===== config.mk =====
export PLATFORM = sky130hd
export DESIGN_NAME = engine2vga_writer_flat
export DESIGN_NICKNAME = d
export VERILOG_FILES = /design/src/rtl/engine2vga_writer_pkg.sv /design/src/rtl/engine2vga_writer_if.sv /design/src/rtl/engine2vga_writer_pix_fifo.sv /design/src/rtl/engine2vga_writer.sv /design/src/flat_wrapper.sv
export SDC_FILE = /design/constraint.sdc
export NUM_CORES = 1
export LEC_CHECK = 0
export BUFFER_PORTS_ARGS = -buffer_cell sky130_fd_sc_hd__buf_2
export CAP_MARGIN = 20
export CORE_ASPECT_RATIO = 0.7
export CORE_MARGIN = 10
export CORE_UTILIZATION = 40
export CTS_CLUSTER_DIAMETER = 150
export DETAILED_ROUTE_END_ITERATION = 8
export GPL_ROUTABILITY_DRIVEN = 0
export GPL_TIMING_DRIVEN = 0
export PLACE_DENSITY = 0.67
export SETUP_SLACK_MARGIN = 0.5
export SLEW_MARGIN = 0
export SYNTH_ARGS = -nofsm -noshare
export SYNTH_HDL_FRONTEND = slang
export SYNTH_SLANG_ARGS = --single-unit

===== constraint.sdc =====
create_clock -name clk -period 4.2 [get_ports clk]
set_clock_uncertainty 0.2 [all_clocks]
set_input_delay 0.21 -clock clk [delete_from_list [all_inputs] [get_ports clk]]
set_output_delay 0.21 -clock clk [all_outputs]
set_load 0.02 [all_outputs]

===== src/rtl/engine2vga_writer_pkg.sv =====
// Shared constants and state encoding for the frame buffer write front end.
package engine2vga_writer_pkg;

  localparam int unsigned DEF_H_RES      = 640;
  localparam int unsigned DEF_V_RES      = 480;
  localparam int unsigned FRAME_PIXELS   = DEF_H_RES * DEF_V_RES;
  localparam int unsigned ADDR_W         = 19;
  localparam int unsigned PIX_W          = 8;
  localparam int unsigned DEF_FIFO_DEPTH = 16;
  localparam logic [PIX_W-1:0] DEF_CLEAR_VAL = 8'd254;

  typedef enum logic [1:0] {
    StIdle,
    StClear,
    StRun,
    StDone
  } state_e;

endpackage


===== src/rtl/engine2vga_writer_if.sv =====
// Engine-side handshake, control strobes and frame buffer write port.
interface engine2vga_writer_if;
  import engine2vga_writer_pkg::*;

  logic              start;
  logic              clear;
  logic              abort;
  logic              pix_valid;
  logic [PIX_W-1:0]  pix_data;
  logic              pix_ready;
  logic [ADDR_W-1:0] addr;
  logic [PIX_W-1:0]  data;
  logic              wr_en;
  logic              busy;
  logic              frame_done;

  modport master (
    output start, clear, abort, pix_valid, pix_data,
    input  pix_ready, addr, data, wr_en, busy, frame_done
  );

  modport slave (
    input  start, clear, abort, pix_valid, pix_data,
    output pix_ready, addr, data, wr_en, busy, frame_done
  );

endinterface


===== src/rtl/engine2vga_writer_pix_fifo.sv =====
// Synchronous first-word-fall-through FIFO with flush; DEPTH must be a power of two.
module engine2vga_writer_pix_fifo #(
  parameter int unsigned DEPTH = 16,
  parameter int unsigned WIDTH = 8
) (
  input  logic                     clk,
  input  logic                     rst,
  input  logic                     push,
  input  logic                     pop,
  input  logic                     flush,
  input  logic [WIDTH-1:0]         din,
  output logic [WIDTH-1:0]         dout,
  output logic                     full,
  output logic                     empty,
  output logic [$clog2(DEPTH):0]   cnt
);

  localparam int unsigned AW = $clog2(DEPTH);

  logic [WIDTH-1:0] mem_q [DEPTH];
  logic [AW-1:0]    rd_ptr_q, wr_ptr_q;
  logic [AW:0]      cnt_q;
  logic             do_push, do_pop;

  assign full    = (cnt_q == (AW+1)'(DEPTH));
  assign empty   = (cnt_q == '0);
  assign cnt     = cnt_q;
  assign dout    = mem_q[rd_ptr_q];
  assign do_pop  = pop && !empty && !flush;
  assign do_push = push && !flush && (!full || do_pop);

  always_ff @(posedge clk or posedge rst) begin
    if (rst) begin
      rd_ptr_q <= '0;
      wr_ptr_q <= '0;
      cnt_q    <= '0;
    end else if (flush) begin
      rd_ptr_q <= '0;
      wr_ptr_q <= '0;
      cnt_q    <= '0;
    end else begin
      if (do_push) wr_ptr_q <= wr_ptr_q + AW'(1);
      if (do_pop)  rd_ptr_q <= rd_ptr_q + AW'(1);
      cnt_q <= cnt_q + (AW+1)'(do_push) - (AW+1)'(do_pop);
    end
  end

  // Storage needs no reset; the pointers define what is valid.
  always_ff @(posedge clk) begin
    if (do_push) mem_q[wr_ptr_q] <= din;
  end

endmodule


===== src/rtl/engine2vga_writer.sv =====
// Accepts engine pixels, buffers them, and drives the frame buffer write port
// with an optional clear pass before the frame.
module engine2vga_writer
  import engine2vga_writer_pkg::*;
#(
  parameter int unsigned      H_RES      = DEF_H_RES,
  parameter int unsigned      V_RES      = DEF_V_RES,
  parameter int unsigned      FIFO_DEPTH = DEF_FIFO_DEPTH,
  parameter logic [PIX_W-1:0] CLEAR_VAL  = DEF_CLEAR_VAL
) (
  input logic               clk,
  input logic               rst,
  engine2vga_writer_if.slave bus
);

  localparam int unsigned       FramePix  = H_RES * V_RES;
  localparam logic [ADDR_W-1:0] FrameEnd  = ADDR_W'(FramePix);
  localparam logic [ADDR_W-1:0] FrameLast = ADDR_W'(FramePix - 1);
  localparam int unsigned       CntW      = $clog2(FIFO_DEPTH) + 1;
  localparam logic [CntW-1:0]   FifoFull  = CntW'(FIFO_DEPTH);

  state_e            state_q, state_d;
  logic [ADDR_W-1:0] acc_cnt_q, acc_cnt_d, wr_cnt_q, wr_cnt_d, addr_q, addr_d;
  logic [PIX_W-1:0]  data_q, data_d, pop_data_q, pop_data_d;
  logic              pop_vld_q, pop_vld_d, wr_en_q, wr_en_d, ready_q, ready_d;
  logic              busy_q, busy_d, done_q, done_d;

  logic              active, abort_hit, push, pop, flush, fifo_full, fifo_empty;
  logic [PIX_W-1:0]  fifo_dout;
  logic [CntW-1:0]   fifo_cnt, fifo_cnt_nxt;

  engine2vga_writer_pix_fifo #(
    .DEPTH(FIFO_DEPTH),
    .WIDTH(PIX_W)
  ) u_fifo (
    .clk  (clk),
    .rst  (rst),
    .push (push),
    .pop  (pop),
    .flush(flush),
    .din  (bus.pix_data),
    .dout (fifo_dout),
    .full (fifo_full),
    .empty(fifo_empty),
    .cnt  (fifo_cnt)
  );

  always_comb begin
    active    = (state_q == StClear) || (state_q == StRun);
    abort_hit = bus.abort && active;
    push      = bus.pix_valid && ready_q && !abort_hit && !fifo_full;
    pop       = (state_q == StRun) && !fifo_empty && !abort_hit;
    flush     = abort_hit || ((state_q == StIdle) && bus.start);

    state_d    = state_q;
    acc_cnt_d  = acc_cnt_q + ADDR_W'(push);
    wr_cnt_d   = wr_cnt_q;
    addr_d     = addr_q;
    data_d     = data_q;
    wr_en_d    = 1'b0;
    pop_vld_d  = pop;
    pop_data_d = pop ? fifo_dout : pop_data_q;

    unique case (state_q)
      StIdle: begin
        if (bus.start) begin
          state_d   = bus.clear ? StClear : StRun;
          acc_cnt_d = '0;
          wr_cnt_d  = '0;
        end
      end
      StClear: begin
        wr_en_d = 1'b1;
        data_d  = CLEAR_VAL;
        addr_d  = wr_cnt_q;
        if (wr_cnt_q == FrameLast) begin
          state_d  = StRun;
          wr_cnt_d = '0;
        end else begin
          wr_cnt_d = wr_cnt_q + ADDR_W'(1);
        end
      end
      StRun: begin
        // Popped entry reaches the write port one cycle after its pop.
        if (pop_vld_q) begin
          wr_en_d  = 1'b1;
          data_d   = pop_data_q;
          addr_d   = wr_cnt_q;
          wr_cnt_d = wr_cnt_q + ADDR_W'(1);
        end
        if (wr_cnt_q == FrameEnd) state_d = StDone;
      end
      StDone:  state_d = StIdle;
      default: state_d = StIdle;
    endcase

    if (abort_hit) begin
      state_d   = StIdle;
      wr_en_d   = 1'b0;
      pop_vld_d = 1'b0;
    end

    // Ready looks at next-state occupancy so a registered ready never overflows.
    fifo_cnt_nxt = flush ? '0 : fifo_cnt + CntW'(push) - CntW'(pop);
    ready_d = ((state_d == StClear) || (state_d == StRun)) &&
              (fifo_cnt_nxt != FifoFull) && (acc_cnt_d < FrameEnd);
    busy_d  = (state_d != StIdle);
    done_d  = (state_d == StDone);
  end

  always_ff @(posedge clk or posedge rst) begin
    if (rst) begin
      state_q    <= StIdle;
      acc_cnt_q  <= '0;
      wr_cnt_q   <= '0;
      addr_q     <= '0;
      data_q     <= '0;
      pop_data_q <= '0;
      pop_vld_q  <= 1'b0;
      wr_en_q    <= 1'b0;
      ready_q    <= 1'b0;
      busy_q     <= 1'b0;
      done_q     <= 1'b0;
    end else begin
      state_q    <= state_d;
      acc_cnt_q  <= acc_cnt_d;
      wr_cnt_q   <= wr_cnt_d;
      addr_q     <= addr_d;
      data_q     <= data_d;
      pop_data_q <= pop_data_d;
      pop_vld_q  <= pop_vld_d;
      wr_en_q    <= wr_en_d;
      ready_q    <= ready_d;
      busy_q     <= busy_d;
      done_q     <= done_d;
    end
  end

  assign bus.pix_ready  = ready_q;
  assign bus.addr       = addr_q;
  assign bus.data       = data_q;
  assign bus.wr_en      = wr_en_q;
  assign bus.busy       = busy_q;
  assign bus.frame_done = done_q;

endmodule


===== src/flat_wrapper.sv =====
// flat-port wrapper written by rule: the top's interface ports become plain ports
module engine2vga_writer_flat import engine2vga_writer_pkg::*;
#(
  parameter int unsigned      H_RES      = DEF_H_RES,
  parameter int unsigned      V_RES      = DEF_V_RES,
  parameter int unsigned      FIFO_DEPTH = DEF_FIFO_DEPTH,
  parameter logic [PIX_W-1:0] CLEAR_VAL  = DEF_CLEAR_VAL
)
  (clk, rst, bus_start, bus_clear, bus_abort, bus_pix_valid, bus_pix_data, bus_pix_ready, bus_addr, bus_data, bus_wr_en, bus_busy, bus_frame_done);
  engine2vga_writer_if bus_i ();
  input logic clk;
  input logic rst;
  input wire logic [$bits(bus_i.start)-1:0] bus_start;
  input wire logic [$bits(bus_i.clear)-1:0] bus_clear;
  input wire logic [$bits(bus_i.abort)-1:0] bus_abort;
  input wire logic [$bits(bus_i.pix_valid)-1:0] bus_pix_valid;
  input wire logic [$bits(bus_i.pix_data)-1:0] bus_pix_data;
  output wire logic [$bits(bus_i.pix_ready)-1:0] bus_pix_ready;
  output wire logic [$bits(bus_i.addr)-1:0] bus_addr;
  output wire logic [$bits(bus_i.data)-1:0] bus_data;
  output wire logic [$bits(bus_i.wr_en)-1:0] bus_wr_en;
  output wire logic [$bits(bus_i.busy)-1:0] bus_busy;
  output wire logic [$bits(bus_i.frame_done)-1:0] bus_frame_done;
  assign bus_i.start = bus_start;
  assign bus_i.clear = bus_clear;
  assign bus_i.abort = bus_abort;
  assign bus_i.pix_valid = bus_pix_valid;
  assign bus_i.pix_data = bus_pix_data;
  assign bus_pix_ready = bus_i.pix_ready;
  assign bus_addr = bus_i.addr;
  assign bus_data = bus_i.data;
  assign bus_wr_en = bus_i.wr_en;
  assign bus_busy = bus_i.busy;
  assign bus_frame_done = bus_i.frame_done;
  engine2vga_writer #(.H_RES(H_RES), .V_RES(V_RES), .FIFO_DEPTH(FIFO_DEPTH), .CLEAR_VAL(CLEAR_VAL)) u_core (.clk(clk), .rst(rst), .bus(bus_i));
endmodule

==> flow_summary_export.csv <==
group,metric,value,unit
run_status,status,"completed",
critical_path,critical_path_buf_inv_count,6,
logic_synthesis,yosys-top-cells-area,"edfxtp_1 40%, dfrtp_1 24%, mux4_2 9.4%, ha_1 3.2%, mux2_2 2.9%",
timing,setup-tns-final,0,ns
route,vias_per_cell,5.10,
critical_path,crit_type,"reg -> reg",
clock_tree,numCtsBuffers,23,
global_route,grt_pass1_wl,32300,um
logic_synthesis,synthMostInstantiatedCell,"edfxtp_1",
global_route,antenna_found_initial,0,
global_route,busiest_layer,"met1",
layout,nNetsFinal,797,
die,coreArea,23600,sq um
timing,max_slew.worst_pin.slew,0.897,ns
global_route,grt_remaining_overflow,0,
layout,drive_gt1_share,26.3,%
logic_synthesis,yosysSeqAreaShare,64.1,%
clock_tree,root_buffer,"clkbuf_16",
logic_synthesis,synth_top_cell_by_area,"edfxtp_1",
clock_tree,cts.path.max_buffers,3,
clock_tree,cts.sinks,221,
logic_synthesis,avgSynthCellArea,14.8,sq um
route,drt_iter0_markers,510,
route,vias,5566,
global_route,use_met2,19.1,%
clock_tree,cts.htree.levels,1,
logic_synthesis,ys_ff_latch,221,
logic_synthesis,syn_area,9630,sq um
critical_path,crit_chain,"inv_2 -> ha_4 -> and2_1 -> buf_2 -> a311oi_4 -> buf_6 -> ha_1 -> inv_1 -> ha_1 -> inv_1 -> fa_2 -> inv_1 -> a21oi_1 -> o21bai_1 -> xnor2_1 -> o41ai_2 -> a21oi_1",
route,detail-route-antenna-nets,0,
power,p_comb_share,29.6,%
logic_synthesis,synth-edff-count,128,
critical_path,path_max_fanout,7,
critical_path,slowest_delay,0.40,ns
global_route,grtUsageMet1,20.0,%
die,die-area,30800,sq um
logic_synthesis,syn-num-nets,693,
clock_tree,clkLatencyLatePin,0.52,ns
global_route,grt_util_all_layers,13.3,%
power,intPower,4590,uW
timing,max_freq,287,MHz
timing,rsz0062_at_grt,"no",
critical_path,critPathArrivalTime,3.66,ns
power,p_clk_share,31.7,%
critical_path,cpMostUsedCell,"inv_1",
timing,period_share,83.1,%
power,swShare,31.0,%
critical_path,cp_slowest_cell,"dfrtp_1",
timing,period_minus_slack,3.49,ns
worst_hold_path,hold_path_class,"in -> async",
route,wl_per_cell,18.8,um
logic_synthesis,synth_cell_type_count,56,
power,p_sw,2060,uW
logic_synthesis,yosysWarnings,0,
timing,drv_slew,0,
critical_path,crit_required,4.37,ns
route,drt-pass1-iter-count,5,
layout,design_area,11400,sq um
logic_synthesis,synth_ff_type,"edfxtp_1",
timing,fin_ws,0.711,ns
power,seq_power_share,38.7,%
timing,hold_viol,0,
die,rows,47,
die,fp.dieW,205,um
critical_path,path_delay_family,"adder cells",
global_route,grt_max_degree,54,
timing,slew_headroom,40.0,%
clock_tree,cts_tree,"built",
global_route,grt_pass1_vias,5692,
die,start_util,40.7,%
global_route,use_met3,2.94,%
clock_tree,clk_pin_slew,0.06,ns
die,die_y,150,um
timing,fin_hold_ws,0.0912,ns
placement,io_buffers,44,
placement,postPlaceCellArea,10400,sq um
logic_synthesis,ys_async_sr_fraction,42.1,%
logic_synthesis,synthCells,652,
power,cellPowerDensity,581,nW/um^2
power,power_leakage,0.00439,uW
layout,area_growth,18.8,%
placement,place_ws,-0.417,ns
critical_path,startpoint_type,"flip-flop",
critical_path,cp-end-kind,"flip-flop",
logic_synthesis,yosysTopAreaCellShare,39.9,%
layout,antenna_cells,0,
route,routed_wl,20500,um
placement,dp_hpwl,13900,um
power,peakVddDrop,0.000296,V
job,cap_viol_max_count,0,
route,post-route-drc-count,0,
timing,setup_viol,0,
logic_synthesis,synthTopCellsByCount,"128 x edfxtp_1, 93 x dfrtp_1, 62 x nor2_1, 40 x mux4_2, 32 x inv_1",
die,ios,45,
## worst paths after layout
path	from	to	slack [ns]	depth (start not counted)
worst min register to register	u_core.bus.addr[0]	u_core.bus.addr[0]	0.28	2
worst max register to register	u_core.state_q[0]	u_core.bus.pix_ready	0.71	17
max in group asynchronous	rst	u_core.u_fifo.cnt[1]	3.06	4
worst min-delay path	rst	u_core.bus.addr[2]	0.09	3
worst max-delay path	u_core.state_q[0]	u_core.bus.pix_ready	0.71	17
min in group clk	bus_pix_valid	u_core.u_fifo.wr_ptr_q[0]	0.15	6
## cells by family after synthesis
family / Yosys count / synth area share [%]
compound gates: 51 / 3.34
xor+xnor: 40 / 3.64
fa+ha+maj: 27 / 3.66
buf+inv: 61 / 2.70
flops: 221 / 64.1
mux: 76 / 13.4
simple gates: 176 / 9.17
## through the flow
step           instances  total power (uW)  utilization (%)
2_1_floorplan        652              3900                -
3_5_place_dp        1027              4430             43.9
6_report            1091              6650             48.4
3_3_place_gp        1014              4390             43.4
5_1_grt             1091              6990             48.4
4_1_cts             1085              6670             48.2
## state kept, by name, summed over array words and instances (netlist names)
register,cells
u_core.pop_vld_q,1
u_core.acc_cnt_q,19
u_core.u_fifo.rd_ptr_q,4
u_core.bus.pix_ready,1
u_core.pop_data_q,8
u_core.u_fifo.cnt,5
u_core.bus.addr,19
u_core.bus.frame_done,1
u_core.bus.wr_en,1
u_core.state_q,2
u_core.u_fifo.wr_ptr_q,4
u_core.u_fifo.mem_q,128
u_core.bus.data,8
u_core.bus.busy,1
u_core.wr_cnt_q,19
## what timing repair did
item                       in CTS  in global routing
hold buffers                   12                  0
setup endpoints to repair      21                  2
setup buffers                   4                  6
resized for setup              12                  5
pin swaps                       3                  6
hold endpoints to repair      186                  0
## layout by cell type (no fill, tap or decap), types with 16 or more instances in the layout
master	instances
xor2_1	24
clkbuf_1	16
inv_1	29
buf_4	19
ha_1	23
a21oi_1	18
clkbuf_16	24
mux2_2	25
buf_2	52
edfxtp_1	128
nor2_1	61
mux4_2	40
nand2_1	28
dfrtp_1	93
xnor2_1	16
## power groups by stage
stage	Sequential (uW)	Clock (uW)	Combinational, uW
2_1_floorplan	2640	0	1270
3_3_place_gp	2620	0	1770
3_5_place_dp	2620	0	1810
4_1_cts	2580	2150	1950
5_1_grt	2590	2230	2170
6_report	2570	2110	1970
## area by class of cell
cell class / count / area, sq um
fill: 2020 / 12200
clock inverter: 10 / 128
inverter: 35 / 134
buffer: 26 / 136
timing repair buffer: 79 / 523
sequential: 221 / 6170
clock buffer: 32 / 658
tap: 318 / 398
multi-input combinational: 370 / 3300
## metal layers
metal,up-vias,share of wire [%]
met5,-,0
met4,0,1.8
met3,25,5.8
met2,97,44
met1,2831,48
li1,2613,-
## worst reg2reg max path: stages, from the launching register on
cell and delay, ns:
dfrtp_1 0.40, inv_2 0.12, ha_4 0.23, and2_1 0.13
buf_2 0.17, a311oi_4 0.36, buf_6 0.18, ha_1 0.22
inv_1 0.05, ha_1 0.15, inv_1 0.05, fa_2 0.34
inv_1 0.06, a21oi_1 0.05, o21bai_1 0.17, xnor2_1 0.11
o41ai_2 0.28, a21oi_1 0.07
Note: power is estimated with default switching activity, not from simulation.
